### config.mk
export PLATFORM = sky130hd
export DESIGN_NAME = alu_result_sink
export DESIGN_NICKNAME = d
export VERILOG_FILES = /design/src/rtl/alu_result_sink.sv
export SDC_FILE = /design/constraint.sdc
export NUM_CORES = 1
export LEC_CHECK = 0
export CORE_UTILIZATION = 40
export DETAILED_ROUTE_END_ITERATION = 16
export GPL_TIMING_DRIVEN = 0
export PLACE_DENSITY = 0.66
export SLEW_MARGIN = 20
export SYNTH_ARGS = -nofsm -noshare
export SYNTH_HDL_FRONTEND = slang
export SYNTH_SLANG_ARGS = --single-unit
### constraint.sdc
create_clock -name clk -period 1.8 [get_ports clk]
set_clock_uncertainty 0.05 [all_clocks]
set_input_delay 0.36 -clock clk [delete_from_list [all_inputs] [get_ports clk]]
set_output_delay 0.36 -clock clk [all_outputs]
set_load 0.01 [all_outputs]
### src/rtl/alu_result_sink.sv
`default_nettype none
//==============================================================================
// Module : alu_result_sink
// Desc   : ALU result receiver. MULT/DIV results load HI/LO, all others queue
//          in a writeback FIFO; status flags, sticky overflow, op counter.
// Rev    : 1.0  initial release
//==============================================================================
module alu_result_sink #(
    parameter int DEPTH = 2,
    parameter int CNT_W = 16
) (
    input  logic             clk,
    input  logic             reset_n,
    input  logic             in_valid,
    output logic             in_ready,
    input  logic [4:0]       fs,
    input  logic [31:0]      y_hi,
    input  logic [31:0]      y_lo,
    input  logic             c,
    input  logic             v,
    input  logic             n,
    input  logic             z,
    output logic             wb_valid,
    input  logic             wb_ready,
    output logic [31:0]      wb_data,
    output logic [31:0]      hi_q,
    output logic [31:0]      lo_q,
    output logic [3:0]       flags_q,
    output logic             ovf_sticky,
    input  logic             clr_sticky,
    output logic [CNT_W-1:0] op_count
);

    localparam int               c_ptr_w    = $clog2(DEPTH);
    localparam logic [4:0]       c_fs_mult  = 5'h1E;
    localparam logic [4:0]       c_fs_div   = 5'h1F;
    localparam logic [c_ptr_w:0] c_full_cnt = (c_ptr_w+1)'(DEPTH);
    localparam logic [c_ptr_w:0] c_cnt_one  = (c_ptr_w+1)'(1);
    localparam logic [c_ptr_w-1:0] c_ptr_one = c_ptr_w'(1);
    localparam logic [CNT_W-1:0] c_op_one   = CNT_W'(1);

    logic [31:0]        r_mem [DEPTH];
    logic [c_ptr_w-1:0] r_rd_ptr;
    logic [c_ptr_w-1:0] r_wr_ptr;
    logic [c_ptr_w:0]   r_count;
    logic [31:0]        r_hi;
    logic [31:0]        r_lo;
    logic [3:0]         r_flags;
    logic               r_ovf;
    logic [CNT_W-1:0]   r_op_count;

    logic w_full;
    logic w_accept;
    logic w_muldiv;
    logic w_push;
    logic w_pop;

    // Backpressure depends only on occupancy, so a pop cannot open a slot
    // for an accept in the same cycle.
    assign w_full   = (r_count == c_full_cnt);
    assign in_ready = !w_full;
    assign w_accept = in_valid && in_ready;
    assign w_muldiv = (fs == c_fs_mult) || (fs == c_fs_div);
    assign w_push   = w_accept && !w_muldiv;
    assign w_pop    = wb_valid && wb_ready;

    assign wb_valid   = (r_count != '0);
    assign wb_data    = r_mem[r_rd_ptr];
    assign hi_q       = r_hi;
    assign lo_q       = r_lo;
    assign flags_q    = r_flags;
    assign ovf_sticky = r_ovf;
    assign op_count   = r_op_count;

    always_ff @(posedge clk or negedge reset_n) begin
        if (!reset_n) begin
            for (int i = 0; i < DEPTH; i++) begin
                r_mem[i] <= '0;
            end
            r_rd_ptr <= '0;
            r_wr_ptr <= '0;
            r_count  <= '0;
        end else begin
            if (w_push) begin
                r_mem[r_wr_ptr] <= y_lo;
                r_wr_ptr        <= r_wr_ptr + c_ptr_one;
            end
            if (w_pop) begin
                r_rd_ptr <= r_rd_ptr + c_ptr_one;
            end
            case ({w_push, w_pop})
                2'b10:   r_count <= r_count + c_cnt_one;
                2'b01:   r_count <= r_count - c_cnt_one;
                default: r_count <= r_count;
            endcase
        end
    end

    always_ff @(posedge clk or negedge reset_n) begin
        if (!reset_n) begin
            r_hi       <= '0;
            r_lo       <= '0;
            r_flags    <= '0;
            r_ovf      <= 1'b0;
            r_op_count <= '0;
        end else begin
            if (w_accept) begin
                r_flags    <= {c, v, n, z};
                r_op_count <= r_op_count + c_op_one;
                if (w_muldiv) begin
                    r_hi <= y_hi;
                    r_lo <= y_lo;
                end
            end
            // A new overflow takes priority over a clear in the same cycle.
            if (w_accept && v) begin
                r_ovf <= 1'b1;
            end else if (clr_sticky) begin
                r_ovf <= 1'b0;
            end
        end
    end

endmodule
`default_nettype wire

Yosys cells after proc, flatten, opt, wreduce, memory -nomap -nowiden

Cells that the tools add are included.

Latch bits: 0
Flip-flop bits (word level): 153
Output and inout port bits: 119
Memory bits (read-only): 0
Memories kept: 0
Memory bits (writable): 0
Bits of input ports: 78
Word-level logic and storage cells: 46

Muxes and demuxes: 9
Magnitude comparators: 3
Bitwise logic cells: 2
Shift operators: 0
Eq/ne operators: 5
Multipliers: 0
Reduce and logical (&&, ||, !) cells: 12
Add/sub/neg operators: 5
Divide/modulo/power cells: 0

Operators by type and width:

| operator                                                                      | number |
|---|---|
| 32-bit 2-to-1 mux                                                             | 4 |
| 64-bit bitwise mux                                                            | 1 |
| 32-bit demux with 1-bit select                                                | 1 |
| 16-bit by 1-bit adder with 16-bit output (second input constant)              | 1 |
| 5-bit == test (second input constant)                                         | 2 |
| 2-bit nonzero test                                                            | 3 |
| 1-bit logical AND                                                             | 5 |
| 2-bit == test (second input constant)                                         | 2 |
| 2-bit >= comparator (second input constant)                                   | 2 |
| 1-bit inverter with 2-bit output                                              | 2 |
| 2-bit case mux with 2 select lines                                            | 1 |
| 1-bit adder (second input constant)                                           | 2 |
| 2-bit by 1-bit adder with 2-bit output (second input constant)                | 1 |
| 2-bit by 1-bit == test with 1-bit output (second input constant)              | 1 |
| 1-bit logical NOT                                                             | 2 |
| 2-bit by 1-bit less-than comparator with 1-bit output (second input constant) | 1 |
| 1-bit 2-to-1 mux                                                              | 2 |
| 2-bit AND reduction                                                           | 1 |
| 2-bit by 1-bit subtractor with 2-bit output (second input constant)           | 1 |
| 1-bit logical OR                                                              | 1 |

Logic depth before layout (Yosys ltp)

Depth after elaboration: 6
Depth in mapped cells: 6
Depth with buffers taken out: 6

Worst setup path after synthesis

Ideal clock, no wire load.

Path type: flip-flop to flip-flop
Start: register r_count[0]
End: register r_mem[15] (netlist name)
Required time: 1625 ps
Arrival: 1510 ps
Path buffers: 2
Setup time: 125 ps
Cell stages (with the launch flop): 7
Period minus slack after synthesis: 1685 ps
Setup slack: 115 ps
Cell sequence: dfrtp_1 -> nand2b_4 -> and2_2 -> buf_4 -> nand3_4 -> buf_6 -> mux2_2

Word-level cells in the longest chain between the ends: 4

RTL lines:

| what                            | line | RTL |
|---|---|---|
| from (decl)                     | 45   | `logic [c_ptr_w:0] r_count;` |
| from (signal assigned)          | 92   | `2'b10: r_count <= r_count + c_cnt_one;` |
| from (signal assigned)          | 93   | `2'b01: r_count <= r_count - c_cnt_one;` |
| from (signal assigned)          | 94   | `default: r_count <= r_count;` |
| 2-bit == test                   | 60   | `assign w_full = (r_count == c_full_cnt);` |
| 1-bit logical NOT               | 61   | `assign in_ready = !w_full;` |
| named net in_ready              | 15   | `output logic in_ready,` |
| 1-bit logical AND               | 62   | `assign w_accept = in_valid && in_ready;` |
| 1-bit logical AND               | 64   | `assign w_push = w_accept && !w_muldiv;` |
| to (signal, indexed assignment) | 85   | `r_mem[r_wr_ptr] <= y_lo;` |
| to (decl)                       | 42   | `logic [31:0] r_mem [DEPTH];` |

The timed path passes the listed nets, and every way through them passes these cells.
A chain may end at the register's enable or synchronous reset.

Final worst setup path

Start: register r_rd_ptr
End: output wb_data[3]

Word-level cells in the longest chain between the ends: 4

RTL lines:

| what                                                   | line | RTL |
|---|---|---|
| from (decl)                                            | 43   | `logic [c_ptr_w-1:0] r_rd_ptr;` |
| from (signal assigned)                                 | 89   | `r_rd_ptr <= r_rd_ptr + c_ptr_one;` |
| 1-bit inverter with 2-bit output (not written as such) | 68   | `assign wb_data = r_mem[r_rd_ptr];` |
| 32-bit 2-to-1 mux (not written as such) (3 in series)  | 68   |  |
| to (decl)                                              | 25   | `output logic [31:0] wb_data,` |

No other way between the ends. The select of a mux whose other input is x is not followed.

==> summary.txt <==
Status
  • Status: finished with violations
  • Violated checks: negative setup slack

Setup path
  • Reg2reg end: hi_q[19]
  • CP Capture Type: primary output
  • Worst setup path class: register to primary output
  • Setup crit start: r_rd_ptr
  • FF-to-FF path depth: 6
  • CP Max Fanout: 3
  • Worst path arrival time: 1.67 ns
  • CP Launch Type: register
  • R2r setup slk: 0.08 ns
  • WP data required: 1.39 ns
  • R2R Path Start: r_count[1]

Global route
  • Largest net degree at the start of global routing: 101
  • Antenna violations before repair: 0
  • Most Used Layer, Global Route: met2
  • First-pass GRT wire length: 25400 µm
  • Vias in the first global route: 4513
  • GR met3 Demand/Resource: 6.02%
  • Total GRT Usage: 18.8%
  • Met1 usage: 24.4%
  • Grt ovf: 0
  • Met2 Track Usage GR: 30.3%

Synthesis
  • Yosys warns: 0
  • Syn_nets: 490
  • Synthesized cell area: 0.00669 mm²
  • Post-synth EDFFs: 0
  • Syn Area/Cell: 16.3 µm²
  • Sequential area share after synthesis: 57.2%
  • Netlist cell types: 29
  • Main flop type after synthesis: dfrtp_1
  • FFs w/ async S/R, synth: 100%
  • Synth Register Bits: 153
  • Syn Inst Count: 410

Routing
  • DRT iter0 DRCs: 117
  • Detail Route Antenna Nets: 0
  • Vias/cell: 4.77
  • Total routed wirelength: 15400 µm
  • WL/cell: 17.6 µm
  • Vias: 4174
  • # DRC: 0
  • TritonRoute pass-1 iters: 4

Pwr
  • Peak VDD IR: 836 µV
  • Power per cell area: 1770 mW/mm²
  • Leakage Power: 4.78 nW

Final layout
  • Post-route cell area: 0.00990 mm²
  • Fillers: 1229
  • Layout cells sized above 1: 41.6%
  • Most frequent cells in the layout: clkdlybuf4s50_1 (150), dfrtp_1 (149), mux2_4 (104), mux2_2 (55), buf_6 (34)
  • Nets: 726
  • Commonest non-fill, non-tap cell in the layout: clkdlybuf4s50_1
  • N_diodes: 0
  • Synth-to-Final Area Change: 47.9%

STA
  • Hold slack: 0.393 ns
  • Final setup violation count: 32
  • Setup WS post-layout: -0.284 ns
  • Fin crit period: 2.08 ns
  • FMAX: 480 MHz
  • RSZ-0062 raised after global routing: true
  • Period utilisation layout: 116%
  • Slew @ Worst Pin: 0.504 ns
  • Hold Vio Cnt, Final: 0
  • Max_slew headroom: 66.4%
  • Slew Viols, Final: 0

Clock tree
  • CTS root buffer: clkbuf_16
  • Worst skew pair latency: 0.41 ns
  • Clock transition at path regs: 0.06 ns
  • CTS buffer count: 17
  • Max clock buf depth: 2
  • H-tree levels: 4
  • CTS tree: done
  • Clock sink total: 153

Die
  • Die Area: 0.0173 mm²
  • Initial core utilization: 41.5%
  • DIE HEIGHT: 131 µm
  • Site Rows: 46
  • I/O pin cnt: 197
  • Core area: 0.0161 mm²
  • Die width: 131 µm

Run
  • Max-cap violation count: 0

Place
  • RD Place Congestion: 0.836
  • Port buffer count: 195
  • DP HPWL: 10200 µm
  • Placed cell area: 0.00895 mm²

Worst hold path
  • HP Class: input pin to async pin
[layer usage]
metal | up-vias | wire [µm]
met4 | 0 | 148
met1 | 2118 | 6970
met2 | 139 | 7370
met3 | 12 | 868
met5 | - | 0
li1 | 1905 | -
[cell usage after synthesis, types with 2 or more instances]
master | number | area share [%]
and3_1 | 2 | 0.19
buf_12 | 6 | 1.8
buf_6 | 8 | 1.3
clkbuf_1 | 4 | 0.22
dfrtp_1 | 153 | 57
ha_1 | 2 | 0.37
inv_1 | 3 | 0.17
mux2_2 | 70 | 12
mux2_4 | 89 | 20
nand2_1 | 23 | 1.3
nand4_1 | 7 | 0.65
nor2_1 | 5 | 0.28
nor3_1 | 3 | 0.22
nor4_1 | 2 | 0.19
or2_1 | 2 | 0.19
xnor2_1 | 9 | 1.2
xor2_1 | 10 | 1.3
[cell type report]
cell class	count	area, µm²	area share, %
clock buffer	21	460	4.65
inverter	3	11.3	0.114
clock inverter	11	95.1	0.961
buffer	16	282	2.84
multi-input combinational	235	2690	27.1
timing repair buffer	220	2260	22.8
tap	216	270	2.73
sequential	153	3830	38.7
[flip-flops by register name, indices dropped and copies added, names as in the netlist]
register    count
lo_q           32
r_rd_ptr        1
hi_q           32
r_wr_ptr        1
flags_q         4
r_mem          64
r_count         2
ovf_sticky      1
op_count       16
[power by group]
group	internal, mW	switching (mW)
registers	4.97	0.870
clock network	1.97	1.39
logic	5.42	2.86
total	12.4	5.12
[timing repair]
| item | in CTS | in global routing |
|---|---|---|
| gates resized for setup | 192 | 35 |
| gates cloned | 0 | 2 |
| pin swaps | 0 | 4 |
| buffers inserted | 15 | 7 |
| setup endpoints to repair | 75 | 110 |
| hold endpoints to repair | 53 | 0 |
| hold buffers | 1 | 0 |
[stage by stage]
step                setup slack [ns]  instances  util (%)  power, mW  TNS, ns
CTS                           -0.306        869      60.2       17.2    -6.83
finish                        -0.284        875      61.4       17.5    -6.42
floorplan                      0.115        410         -       9.71        0
detailed placement            -0.684        822      55.5       13.3   -65.35
global placement               -5.82        821      55.3       13.2  -954.46
global route                  -0.335        875      61.4       18.5    -8.30
[how the worst max path moves through the flow]
stage / end / cells past startpoint
after floorplan: r_mem[15] / 6
after global placement: op_count[11] / 1
after detailed placement: wb_data[28] / 4
after CTS: wb_data[2] / 5
after global routing: wb_data[3] / 5
final: wb_data[3] / 5
[cells by family after synthesis]
group                      after synthesis  synth area share, %
and+or+nand+nor                         53                 4.30
xor gates and xnor gates                19                 2.49
AOI/OAI and AO/OA                        1               0.0747
DFF                                    153                 57.2
muxes                                  160                 31.9
buffers and inverters                   22                 3.65
adders and majority gates                2                0.374
[worst max-delay path, cell delays in order (launching register included)]
cell	delay (ns)
dfrtp_2	0.44
clkbuf_16	0.16
buf_12	0.12
buf_12	0.12
mux2_2	0.29
buf_6	0.13
No activity file was read; power rests on OpenSTA's default activity.
==> RTL change (same flow settings) <==
`DEPTH`: 2 -> 4.
--- a/src/rtl/alu_result_sink.sv
+++ b/src/rtl/alu_result_sink.sv
@@ -6,7 +6,7 @@
 // Rev    : 1.0  initial release
 //==============================================================================
 module alu_result_sink #(
-    parameter int DEPTH = 2,
+    parameter int DEPTH = 4,
     parameter int CNT_W = 16
 ) (
     input  logic             clk,
Function: changed (Yosys sat finds a counterexample within 4 cycles, from zero or initial values and one cycle with reset_n low).
==> RTL change against the unedited design <==
  * The flow still finishes with violations (negative setup slack)
  * Wire length rose by 59%
  * Area after synthesis rose by 45%
  * Final cell count rose by 35%
  * Die area rose by 44%
  * Cell area rose by 46%
  * Sequential cell count rose by 67
  * Setup slack got worse by 280 ps
  * Synthesized cell count rose by 35%
  * Total power rose by 48%
  * Highest routed layer unchanged
  * Utilization fell by 0.25 points
  * Combinational power rose by 50%
==> RTL change: results (changes against the unedited design) <==
STA
  • Final Setup Violations: 166 (+420%)
  • Final setup margin: -565 ps (-282 ps)
  • Setup TNS: -23,910 ps (-17,490 ps)

Yosys
  • Count of cell types in the netlist: 28 (-3.4%)
  • Synth top area cells: dfrtp_1 (57%), mux2_4 (19%), mux2_2 (8.8%)
  • Sequential fraction of the synthesis area: 0.569 (-0.00323)
  • Avg Inst Size Synth: 17.5 sq um (+7.4%)

CTS
  • Post-CTS resize count: 347 (+81%)
  • Setup bufs post-CTS: 43 (+28)
  • TritonCTS buffer count: 25 (+8)
  • Worst-Skew Late Latency: 510 ps (+100 ps)
  • Maximum root-to-sink buffer count: 3 (+1)

Routing
  • Met1 Routed Length: 10.5 mm (+51%)
  • Vias: 5,852 (+40%)
  • DR iter-0 viols: 204 (+74%)
  • Met3 routed WL: 1.32 mm (+52%)
  • DR WL met2: 12.0 mm (+63%)

Final layout
  • Share of cells above drive strength 1: 0.484 (+0.0679)
  • Fill count: 1,774 (+44%)
  • Number of nets in the final layout: 926 (+28%)

Place
  • Place WS: -886 ps (-203 ps)
  • Placed Area: 12,100 sq um (+35%)
  • Cell count after placement: 1,068 (+30%)
  • HPWL Detailed: 14.5 mm (+42%)
  • Placer Congestion: 0.756 (-9.6%)

Global route
  • Met3 Resource Use GR: 0.0396 (-0.0205)
  • GR Util met2: 0.341 (+0.0377)
  • Gr usage total: 0.199 (+0.0106)
  • Grt met1 use: 0.257 (+0.0129)
  • First-pass GRT wire length: 37.7 mm (+49%)

Worst setup path
  • CP max-delay cell: mux4_2
  • Crit path max fanout: 8 (+5)
  • CP Launch Point: r_rd_ptr[0]$_DFFE_PN0P_

Power
  • Switching Share: 0.295 (+0.00253)
  • Leak Pwr: 7.15 nW (+50%)

Status
  • Failing checks: negative setup slack
  • Status: complete, but fails checks
## RTL change: cell count changes after synthesis, sizes merged, moves of 10 or more
| cell | unedited run | this run |
|---|---|---|
| nand2 | 24 | 14 |
| mux4 | 0 | 32 |
| mux2 | 160 | 196 |
| dfrtp | 153 | 220 |
## RTL change: logic make-up (layout without fill, tap and decap cells)
kind of cell / Yosys count / count (layout) / synth area share
adders and majority gates: 7 / 7 / 0.00983
AOI/OAI and AO/OA: 3 / 3 / 0.00155
muxes: 229 / 229 / 0.350
and+or+nand+nor: 37 / 39 / 0.0251
buffers and inverters: 35 / 341 / 0.0256
xor gates and xnor gates: 21 / 21 / 0.0190
DFF: 220 / 220 / 0.569
## RTL change: area by class of cell
class | instances | share of cell area
well taps | 319 | 0.0276
clock buffers | 39 | 0.0532
clock inverters | 7 | 0.00459
inverters | 9 | 0.00234
plain buffers | 19 | 0.0247
flip-flops and latches | 220 | 0.381
repair buffers | 267 | 0.207
multi-input cells | 299 | 0.299
## RTL change: power groups by stage
| stage | clock [mW] | combinational, mW | sequential, mW |
|---|---|---|---|
| floorplan | 0 | 6.13 | 8.46 |
| global placement | 0 | 10.4 | 8.34 |
| detailed placement | 0 | 10.6 | 8.50 |
| CTS | 5.20 | 12.2 | 8.46 |
| global route | 5.41 | 13.2 | 8.81 |
| finish | 5.07 | 12.4 | 8.53 |
## RTL change: worst paths after layout
kind	end	slack, ps	cells after the start
min reg2reg	op_count[15]$_DFFE_PN0P_	430	1
max	wb_data[10]	-570	5
min	hi_q[0]$_DFFE_PN0P_	330	2
min in group clk	flags_q[2]$_DFFE_PN0P_	350	3
max in group asynchronous	r_mem[2]$_DFFE_PN0P_	290	4
max reg2reg	r_count[2]$_DFFE_PN0P_	-200	9
